==> config.mk <==
export PLATFORM = sky130hd
export DESIGN_NAME = pwm_peripheral
export DESIGN_NICKNAME = d
export VERILOG_FILES = /design/src/rtl/pwm_peripheral.sv
export SDC_FILE = /design/constraint.sdc
export NUM_CORES = 1
export LEC_CHECK = 0
export CAP_MARGIN = 20
export CORE_MARGIN = 2
export CORE_UTILIZATION = 40
export CTS_BUF_LIST = sky130_fd_sc_hd__clkbuf_2
export DETAILED_ROUTE_END_ITERATION = 12
export PLACE_DENSITY = 0.74
export SYNTH_ARGS = -nofsm -noshare
export SYNTH_HDL_FRONTEND = slang
export SYNTH_SLANG_ARGS = --single-unit
==> constraint.sdc <==
create_clock -name clk -period 4 [get_ports clk]
set_input_delay 1.2 -clock clk [delete_from_list [all_inputs] [get_ports clk]]
set_output_delay 1.2 -clock clk [all_outputs]
set_load 0.1 [all_outputs]
==> src/rtl/pwm_peripheral.sv <==
// 16-channel output driver: each pin off, static on, or PWM from one shared prescaled counter.
// Optional macro PWM_SYNC_UPDATE_EN latches the duty cycle into a shadow register at each period wrap.
module pwm_peripheral #(
    parameter int PRESCALE   = 13,
    parameter int PRESCALE_W = 8
) (
    input  logic        clk,
    input  logic        rst_n,
    input  logic [7:0]  en_reg_out_7_0,
    input  logic [7:0]  en_reg_out_15_8,
    input  logic [7:0]  en_reg_pwm_7_0,
    input  logic [7:0]  en_reg_pwm_15_8,
    input  logic [7:0]  pwm_duty_cycle,
    output logic [15:0] out,
    output logic        period_start
);

    localparam logic [PRESCALE_W-1:0] PRESCALE_LAST = PRESCALE_W'(PRESCALE - 1);
    localparam logic [PRESCALE_W-1:0] PRESCALE_ONE  = PRESCALE_W'(1);
    localparam logic [PRESCALE_W-1:0] PRESCALE_ZERO = {PRESCALE_W{1'b0}};
    localparam logic [7:0]            PWM_LAST      = 8'd254;
    localparam logic [7:0]            DUTY_ZERO     = 8'h00;
    localparam logic [7:0]            DUTY_FULL     = 8'hFF;

    logic [PRESCALE_W-1:0] prescale_cnt_r;
    logic [PRESCALE_W-1:0] prescale_cnt_next_s;
    logic [7:0]            pwm_cnt_r;
    logic [7:0]            pwm_cnt_next_s;
    logic                  tick_s;
    logic                  wrap_s;
    logic                  pwm_high_s;
    logic [7:0]            duty_active_s;
    logic [15:0]           en_out_s;
    logic [15:0]           en_pwm_s;
    logic [15:0]           out_next_s;
    logic [15:0]           out_r;
    logic                  period_start_r;

    assign en_out_s = {en_reg_out_15_8, en_reg_out_7_0};
    assign en_pwm_s = {en_reg_pwm_15_8, en_reg_pwm_7_0};

    // Prescaler and PWM counter next-state; the PWM counter skips 255 so a period is 255 steps
    always_comb begin
        tick_s = (prescale_cnt_r == PRESCALE_LAST);
        wrap_s = tick_s && (pwm_cnt_r == PWM_LAST);
        if (tick_s) begin
            prescale_cnt_next_s = PRESCALE_ZERO;
        end else begin
            prescale_cnt_next_s = prescale_cnt_r + PRESCALE_ONE;
        end
        if (wrap_s) begin
            pwm_cnt_next_s = 8'd0;
        end else if (tick_s) begin
            pwm_cnt_next_s = pwm_cnt_r + 8'd1;
        end else begin
            pwm_cnt_next_s = pwm_cnt_r;
        end
    end

`ifdef PWM_SYNC_UPDATE_EN
    logic [7:0] duty_shadow_r;

    // Shadow duty register: only updated on the wrap so every period is glitch-free
    always_ff @(posedge clk or negedge rst_n) begin
        if (!rst_n) begin
            duty_shadow_r <= 8'h00;
        end else if (wrap_s) begin
            duty_shadow_r <= pwm_duty_cycle;
        end else begin
            duty_shadow_r <= duty_shadow_r;
        end
    end

    assign duty_active_s = duty_shadow_r;
`else
    assign duty_active_s = pwm_duty_cycle;
`endif

    // Duty compare (0xFF forced to a true 100%) and per-channel off/on/PWM select
    always_comb begin
        if (duty_active_s == DUTY_ZERO) begin
            pwm_high_s = 1'b0;
        end else if (duty_active_s == DUTY_FULL) begin
            pwm_high_s = 1'b1;
        end else begin
            pwm_high_s = (pwm_cnt_r < duty_active_s);
        end
        out_next_s = en_out_s & (~en_pwm_s | {16{pwm_high_s}});
    end

    // State and output registers
    always_ff @(posedge clk or negedge rst_n) begin
        if (!rst_n) begin
            prescale_cnt_r <= PRESCALE_ZERO;
            pwm_cnt_r      <= 8'd0;
            out_r          <= 16'h0000;
            period_start_r <= 1'b0;
        end else begin
            prescale_cnt_r <= prescale_cnt_next_s;
            pwm_cnt_r      <= pwm_cnt_next_s;
            out_r          <= out_next_s;
            period_start_r <= wrap_s;
        end
    end

    assign out          = out_r;
    assign period_start = period_start_r;

endmodule

---- Word level (Yosys, flattened, before mapping) ----
Index checks and enable logic that the tools add are counted.
storage, ports and cells
  flip-flop bits (word level) ............. 33
  output and inout bits ................... 17
cells by class
  add/sub/neg operators ................... 2
  magnitude comparators ................... 1
  eq/ne operators ......................... 3
  mux-type cells .......................... 5
  bitwise logic cells ..................... 3
  reduce and logical (&&, ||, !) cells .... 3
operators by type and width
  operator                                             count
  2-to-1 mux 8 bit                                     3
  adder 8 x 1 -> 8 bit, second input constant          2
  bitwise AND 16 bit                                   1
  equality test 8 bit, second input constant           2
  inverter 16 bit                                      1
  OR 16 bit                                            1
  equality test 8 x 4 -> 1 bit, second input constant  1
  zero test 8 bit                                      1
  < comparator 8 bit                                   1
  2-to-1 mux 1 bit                                     2
  nonzero test 2 bit                                   1
  logical AND 1 bit                                    1

---- Depth between registers and ports, before layout ----
  depth after elaboration ................. 5
  mapped depth ............................ 7
  gate-level depth less buffers ........... 6

---- Worst setup path after synthesis ----
Ideal clock, no wire load.
  kind .................................... input -> register
  from .................................... in pwm_duty_cycle[5]
  to ...................................... reg out_r[10], in the netlist out[10]
  arrival time ............................ 2.391 ns
  setup slack ............................. 1.527 ns
  stages on the path ...................... 7
  cells stage by stage .................... inv_1 > ha_1 > a211o_1 > o211ai_1 > o211ai_2 > buf_2 > a31oi_1
on the way
  longest elaborated chain between the ends .. 5
  elaborated cells between the ends (all ways) .. 7
  classes of those cells .................. 1 x order compare; 1 x eq/ne; 2 x mux; 2 x bitwise; 1 x reduce/logical
ends and longest elaborated chain
  element                                                    line    text
  start: declaration                                         13      input logic [7:0] pwm_duty_cycle,
  < comparator 8 bit or equality test 8 bit (tied branches)  86, 83
  2-to-1 mux 1 bit                                           83      end else if (duty_active_s == DUTY_FULL) begin
  2-to-1 mux 1 bit (*)                                       81      if (duty_active_s == DUTY_ZERO) begin
  OR 16 bit (*)                                              88      out_next_s = en_out_s & (~en_pwm_s | {16{pwm_high_s}});
  bitwise AND 16 bit (*)                                     88
  named net out_next_s[10]                                   35      logic [15:0] out_next_s;
  end signal: assignment                                     101     out_r <= out_next_s;
  end: declaration                                           36      logic [15:0] out_r;
Mark *: on every way through the listed nets, which the timed path passes. The rest lies on a longest branch.
A chain may end at the register's enable or synchronous reset.

---- Worst setup path after layout ----
  from .................................... reg out_r[15], in the netlist out[15]
  to ...................................... out out[15]
RTL lines
  element           line  text
  end: declaration  14    output logic [15:0] out,
No word-level cell between the ends.

==> out/qor.txt <==
Die width: 68.16 µm
Async SR Flop Fraction: 100.0%
FF/Latch Area: 825.8 µm²
Skew-Pair Late Insertion Delay: 350 ps
RSZ-0062 raised after global routing: false
Port bufs: 58
Hold Crit Class: flip-flop to flip-flop
Critical path, cell by cell: clkdlybuf4s50_1
Syn Nets: 215
Fmax: 0.3279 GHz
Worst slew margin: 34.23%
GRT Total Usage: 16.81%
Min Clock Period, post-route: 3050 ps
Fin Setup TNS: 0 ps
Diode count: 0
Largest net degree at the start of global routing: 34
Final period util: 76.25%
Sw power: 0.2038 mW
Wire per inst: 12.25 µm
Starting Density: 41.46%
# rows: 23
Post-CTS sizing: 0
Inserted Clock Buffers: 5
# DRC: 0
Final wirelength: 3.357 mm
Total of max-cap violations: 0
Worst slack at placement: 755.1 ps
Met1 Usage GRT: 19.27%
Area of the multi-input gates: 674.4 µm²
Critical Path RT: 2800 ps
Clock skew: 17.21 ps
Pwr Density: 305.8 mW/mm²
Avg Vias per Cell: 4.931
Max VDD drop: 155.3 µV
Max Root-Sink Buffers: 2
Yosys warnings: 0
CTS Hold Bufs: 0
Logic pwr share: 20.7%
Die H: 68.16 µm
Worst setup path class: flip-flop to primary output
Worst setup EP type: primary output
Worst EP arrival: 1850 ps
Initial DRT Pass Iterations: 4
Placer Congestion: 0.7885
H-Tree Depth: 2
Mapped Cells: 162
Worst-margin pin slew: 983.5 ps
CP max FO: 1
Post-Syn Area: 0.001647 mm²
Layout cells sized above 1: 4.911%
Area delta synth->final: 40.88%
Vias in the first global route: 1309
CTS Root Cell: clkbuf_2
Final HPWL DP: 2.513 mm
Yosys cell types: 39
M3 GR Usage: 8.059%
Fill cells: 351
Post-synth EDFFs: 0
Sw Share: 28.73%
Final net count: 276
Crit-path max cell delay: 1140 ps
Final setup vio count: 0
CTS tree: built
Sink Count: 33
Initial DRC Count: 67
GR met2 Demand/Resource: 27.67%
Setup ws final: 949.9 ps
WHS: 505.3 ps
Status: finished, final reports clean
Core Util, Final: 58.41%
CTS clk-pin slew, worst paths: 180 ps
Mapped Avg Cell Area: 10.16 µm²
Reg power frac: 48.5%
Critical path startpoint category: flip-flop
Leakage power: 1.064 nW
CP bufs+invs: 1
Sequential share of the synthesized area: 50.15%
Via count: 1351
CP max stage cell: clkdlybuf4s50_1
Post-Place Cells: 266
Setup Fix Bufs, Post-CTS: 0
Register bit total from synthesis: 33
First-pass GRT wire length: 5.720 mm
Final ANT Viol Nets: 0
Crit path max-delay family: buffers and inverters
Core area: 0.003971 mm²
Internal: 0.5056 mW
GR Overflow Total: 0
GRT Max-Usage Layer: met2
Final hold vios: 0
Main synth FF type: dfrtp_1
Max Slew Vio Count: 0
# IOs: 59
Initial antenna violation count: 0
Post-Layout Cell Count: 274
Clk pwr share: 30.8%
Die ar.: 0.004646 mm²
cell usage after synthesis (2+ instances only):
| master | n | share of area (%) |
|---|---|---|
| or3_1 | 3 | 1.1 |
| nand2_1 | 8 | 1.8 |
| o21ai_0 | 6 | 1.8 |
| ha_1 | 11 | 8.4 |
| nand3_1 | 4 | 1.2 |
| buf_2 | 3 | 0.91 |
| nor2_1 | 8 | 1.8 |
| xor2_1 | 2 | 1.1 |
| a31oi_1 | 16 | 6.1 |
| nand4_1 | 4 | 1.5 |
| a21oi_1 | 4 | 1.2 |
| dfrtp_1 | 33 | 50 |
| nor3_1 | 2 | 0.61 |
| inv_1 | 28 | 6.4 |
| nor4_1 | 3 | 1.1 |
| xnor2_1 | 4 | 2.1 |
power groups by stage:
stage / Clock, mW / Combinational (mW) / Sequential (mW)
after floorplan: 0 / 0.0138 / 0.415
final: 0.218 / 0.147 / 0.344
after detailed placement: 0 / 0.148 / 0.351
after global routing: 0.239 / 0.156 / 0.345
after global placement: 0 / 0.147 / 0.350
after CTS: 0.224 / 0.148 / 0.344
registers in the layout, summed over array words and instances, names as in the netlist:
name and cells:
out 16, period_start 1, prescale_cnt_r 8, pwm_cnt_r 8
cells by family (layout without fill, tap and decap cells):
| family | after synthesis | count (layout) | synth area share (%) |
|---|---|---|---|
| AOI/OAI and AO/OA | 38 | 38 | 15.65 |
| xor gates and xnor gates | 6 | 6 | 3.191 |
| adders and majority gates | 11 | 11 | 8.359 |
| buffers and inverters | 33 | 95 | 8.890 |
| DFF | 33 | 33 | 50.15 |
| and+or+nand+nor | 41 | 41 | 13.76 |
cell usage in the layout (no fill, tap or decap), drive strengths merged, types with 6 or more instances in the layout:
master,instances
dfrtp,33
clkdlybuf4s50,58
o21ai,7
inv,28
nand2,8
nor2,8
clkbuf,6
ha,11
a31oi,16
metal layers:
| layer | vias to the layer above | wire length, µm |
|---|---|---|
| li1 | 688 | - |
| met3 | 2 | 260 |
| met4 | 0 | 23 |
| met5 | - | 0 |
| met2 | 40 | 1665 |
| met1 | 621 | 1408 |
metrics by stage:
stage | instance area, µm² | total power [mW]
CTS | 2320 | 0.7166
finish | 2320 | 0.7093
global route | 2320 | 0.7400
floorplan | 1647 | 0.4288
global placement | 2256 | 0.4974
detailed placement | 2256 | 0.4985
final timing paths:
path,start,to,slack (ps),cells past startpoint
setup / recovery,out[15],out[15],950,1
hold / removal,prescale_cnt_r[7],prescale_cnt_r[7],510,1
setup reg to reg,pwm_cnt_r[1],out[15],2030,5
hold reg to reg,prescale_cnt_r[7],prescale_cnt_r[7],510,1
max in group asynchronous,rst_n,pwm_cnt_r[7],2470,2
min in group asynchronous,rst_n,pwm_cnt_r[5],1220,2
cell type report:
cell class | count | area share, %
clock inverter | 2 | 1.456
multi-input combinational | 96 | 29.07
clock buffer | 6 | 1.295
tap | 50 | 2.697
sequential | 33 | 35.60
timing repair buffer | 59 | 25.35
inverter | 28 | 4.531
No activity file was read; power rests on OpenSTA's default activity.
==> variant (same settings) <==
The option `PWM_SYNC_UPDATE_EN` is turned on by a define.
--- a/src/rtl/pwm_peripheral.sv
+++ b/src/rtl/pwm_peripheral.sv
@@ -1,5 +1,7 @@
 // 16-channel output driver: each pin off, static on, or PWM from one shared prescaled counter.
 // Optional macro PWM_SYNC_UPDATE_EN latches the duty cycle into a shadow register at each period wrap.
+`define PWM_SYNC_UPDATE_EN
+
 module pwm_peripheral #(
     parameter int PRESCALE   = 13,
     parameter int PRESCALE_W = 8
Behaviour: not the same (a bounded check fails within 4 cycles, from zero or initial values and one cycle with rst_n low).
==> variant against the unedited design <==
Worst setup slack got worse by 0.057 ns; routed wire length up 13%; sequential cell count up 8; total power is 2.9% higher; synthesized area grew 18%; die area up 17%; final area up 12%; critical path type unchanged; largest cell class unchanged; highest routed layer unchanged.
==> variant: results (changes against the unedited design) <==
Setup path
  • CP arrival: 1.91 ns (was 1.85 ns)
  • Crit path launch: out[12]$_DFF_PN0_ (was out[15]$_DFF_PN0_)
  • Critical R2R Launch: prescale_cnt_r[4]$_DFF_PN0_ (was pwm_cnt_r[1]$_DFFE_PN0P_)
  • Setup slack, reg-to-reg: 2.21 ns (was 2.03 ns)
  • Max incr delay on CP: 1.13 ns
  • Reg2reg path depth: 4 (was 5)
  • Worst Setup EP: out[12] (was out[15])
  • Worst R2R End: duty_active_s[7]$_DFFE_PN0P_ (was out[15]$_DFF_PN0_)
  • CP max FO: 1 (unchanged)

Routing
  • Routed length on met2: 1.840 mm (was 1.665 mm)
  • Pre-antenna DRT Iters: 3 (was 4)
  • Vias per Instance: 4.966 (was 4.931)
  • DRT Wirelength: 3.789 mm (was 3.357 mm)
  • Initial detailed-routing violation count: 89 (was 67)
  • Met1 Wirelength: 1.672 mm (was 1.408 mm)
  • Via count: 1450 (was 1351)
  • DR WL met3: 185 µm (was 260 µm)

Global routing
  • GRT Total Usage: 15.52% (was 16.81%)
  • Largest net degree at the start of global routing: 42 (was 34)
  • Vias in the first global route: 1428 (was 1309)
  • First-pass GRT wire length: 6.375 mm (was 5.720 mm)

Logic synthesis
  • Yosys warning total: 0 (unchanged)
  • Top cells by count, synth: 41 x dfrtp_1, 28 x inv_1, 16 x a31oi_1 (was 33 x dfrtp_1, 28 x inv_1, 16 x a31oi_1)
  • Synth top area cells: dfrtp_1 53%, ha_1 7.1%, inv_1 5.4%, a31oi_1 5.2%, mux2_2 4.7% (was dfrtp_1 50%, ha_1 8.4%, inv_1 6.4%, a31oi_1 6.1%, xnor2_1 2.1%)
  • Gate Count Post-Synth: 175 (was 162)
  • Synth cell types: 38 (was 39)
  • Top-count cell post-synth: dfrtp_1 (unchanged)
  • Sequential fraction of the synthesis area: 52.97% (was 50.15%)
  • Syn nets: 228 (was 215)

Placed design
  • Dpl ws: 1.356 ns (was 0.7551 ns)
  • HPWL Detailed: 2.726 mm (was 2.513 mm)
  • Gpl congestion: 0.7432 (was 0.7885)
  • Cells after DPL: 284 (was 266)

Timing
  • Fmax: 321.8 MHz (was 327.9 MHz)
  • Fin Hold WS: 0.5217 ns (was 0.5053 ns)
  • Setup Skew: 0.02607 ns (was 0.01721 ns)
  • Worst slew pin tran: 0.9850 ns (was 0.9835 ns)

Clocking
  • Worst skew pair latency: 0.40 ns (was 0.35 ns)
  • Clk slew on worst S/H paths: 0.21 ns (was 0.18 ns)
  • Post-CTS Setup Bufs: 0 (unchanged)

Pwr
  • Max VDD drop: 0.1953 mV (was 0.1553 mV)
  • Leakage: 1.195 nW (was 1.064 nW)

Finish
  • Nets: 290 (was 276)
  • Share of cells above drive strength 1: 8.824% (was 4.911%)
  • Filler instances: 418 (was 351)

Outcome
  • Run status: finished clean (unchanged)
[variant: changes by cell type after synthesis, sizes merged, moves of 2 or more]
cell,unedited run,this run
a21oi,4,2
and2,1,3
buf,5,3
dfrtp,33,41
mux2,0,8
mux2i,0,2
nand2,8,10
nand4,4,6
o41ai,2,0
or3,3,1
[variant: final cells by class]
class	count	area, µm²	area share [%]
Clock buffer	5	25.02	0.9639
Clock inverter	3	12.51	0.4819
Inverter	28	105.1	4.048
Multi-Input combinational cell	102	777.0	29.93
Sequential cell	41	1026	39.52
Tap cell	54	67.56	2.602
Timing Repair Buffer	59	583.1	22.46
[variant: worst min-delay path by stage]
stage,cells after the start,startpoint,end
finish,1,prescale_cnt_r[0]$_DFF_PN0_,prescale_cnt_r[0]$_DFF_PN0_
global route,1,pwm_cnt_r[6]$_DFFE_PN0P_,pwm_cnt_r[6]$_DFFE_PN0P_
CTS,1,prescale_cnt_r[0]$_DFF_PN0_,prescale_cnt_r[0]$_DFF_PN0_
detailed placement,1,prescale_cnt_r[0]$_DFF_PN0_,prescale_cnt_r[0]$_DFF_PN0_
global placement,1,prescale_cnt_r[0]$_DFF_PN0_,prescale_cnt_r[0]$_DFF_PN0_
floorplan,1,pwm_cnt_r[6]$_DFFE_PN0P_,pwm_cnt_r[6]$_DFFE_PN0P_
[variant: metal layers]
metal	GRT usage, %	up-vias
met5	0	-
met4	8.485	0
met3	4.115	7
met2	23.41	38
met1	20.25	667
li1	-	738
[variant: cell families after synthesis]
logic type / Yosys count / synth area share, %
flip-flops: 41 / 52.97
AO/OA/AOI/OAI: 35 / 11.50
multiplexers: 10 / 5.685
adder cells (fa/ha/maj): 11 / 7.106
XOR/XNOR: 6 / 2.714
buffers and inverters: 32 / 6.912
AND/OR/NAND/NOR: 40 / 13.11
[variant: worst reg2reg max path, stage by stage (launching register included)]
cell and delay [ns]:
dfrtp_1 0.48, nor4_4 0.42, nand2_4 0.15, nor2_4 0.29, mux2_2 0.38
[variant: per-stage QoR]
step / util, % / area (µm²)
floorplan: - / 1937
global placement: 54.53 / 2559
detailed placement: 54.53 / 2559
CTS: 55.33 / 2596
global route: 55.33 / 2596
finish: 55.33 / 2596
[variant: power by group]
part	leakage [nW]	internal, mW	switching (mW)
Sequential	0.535	0.423	0.00193
Combinational	0.631	0.0515	0.0827
Clock	0.0278	0.0383	0.133
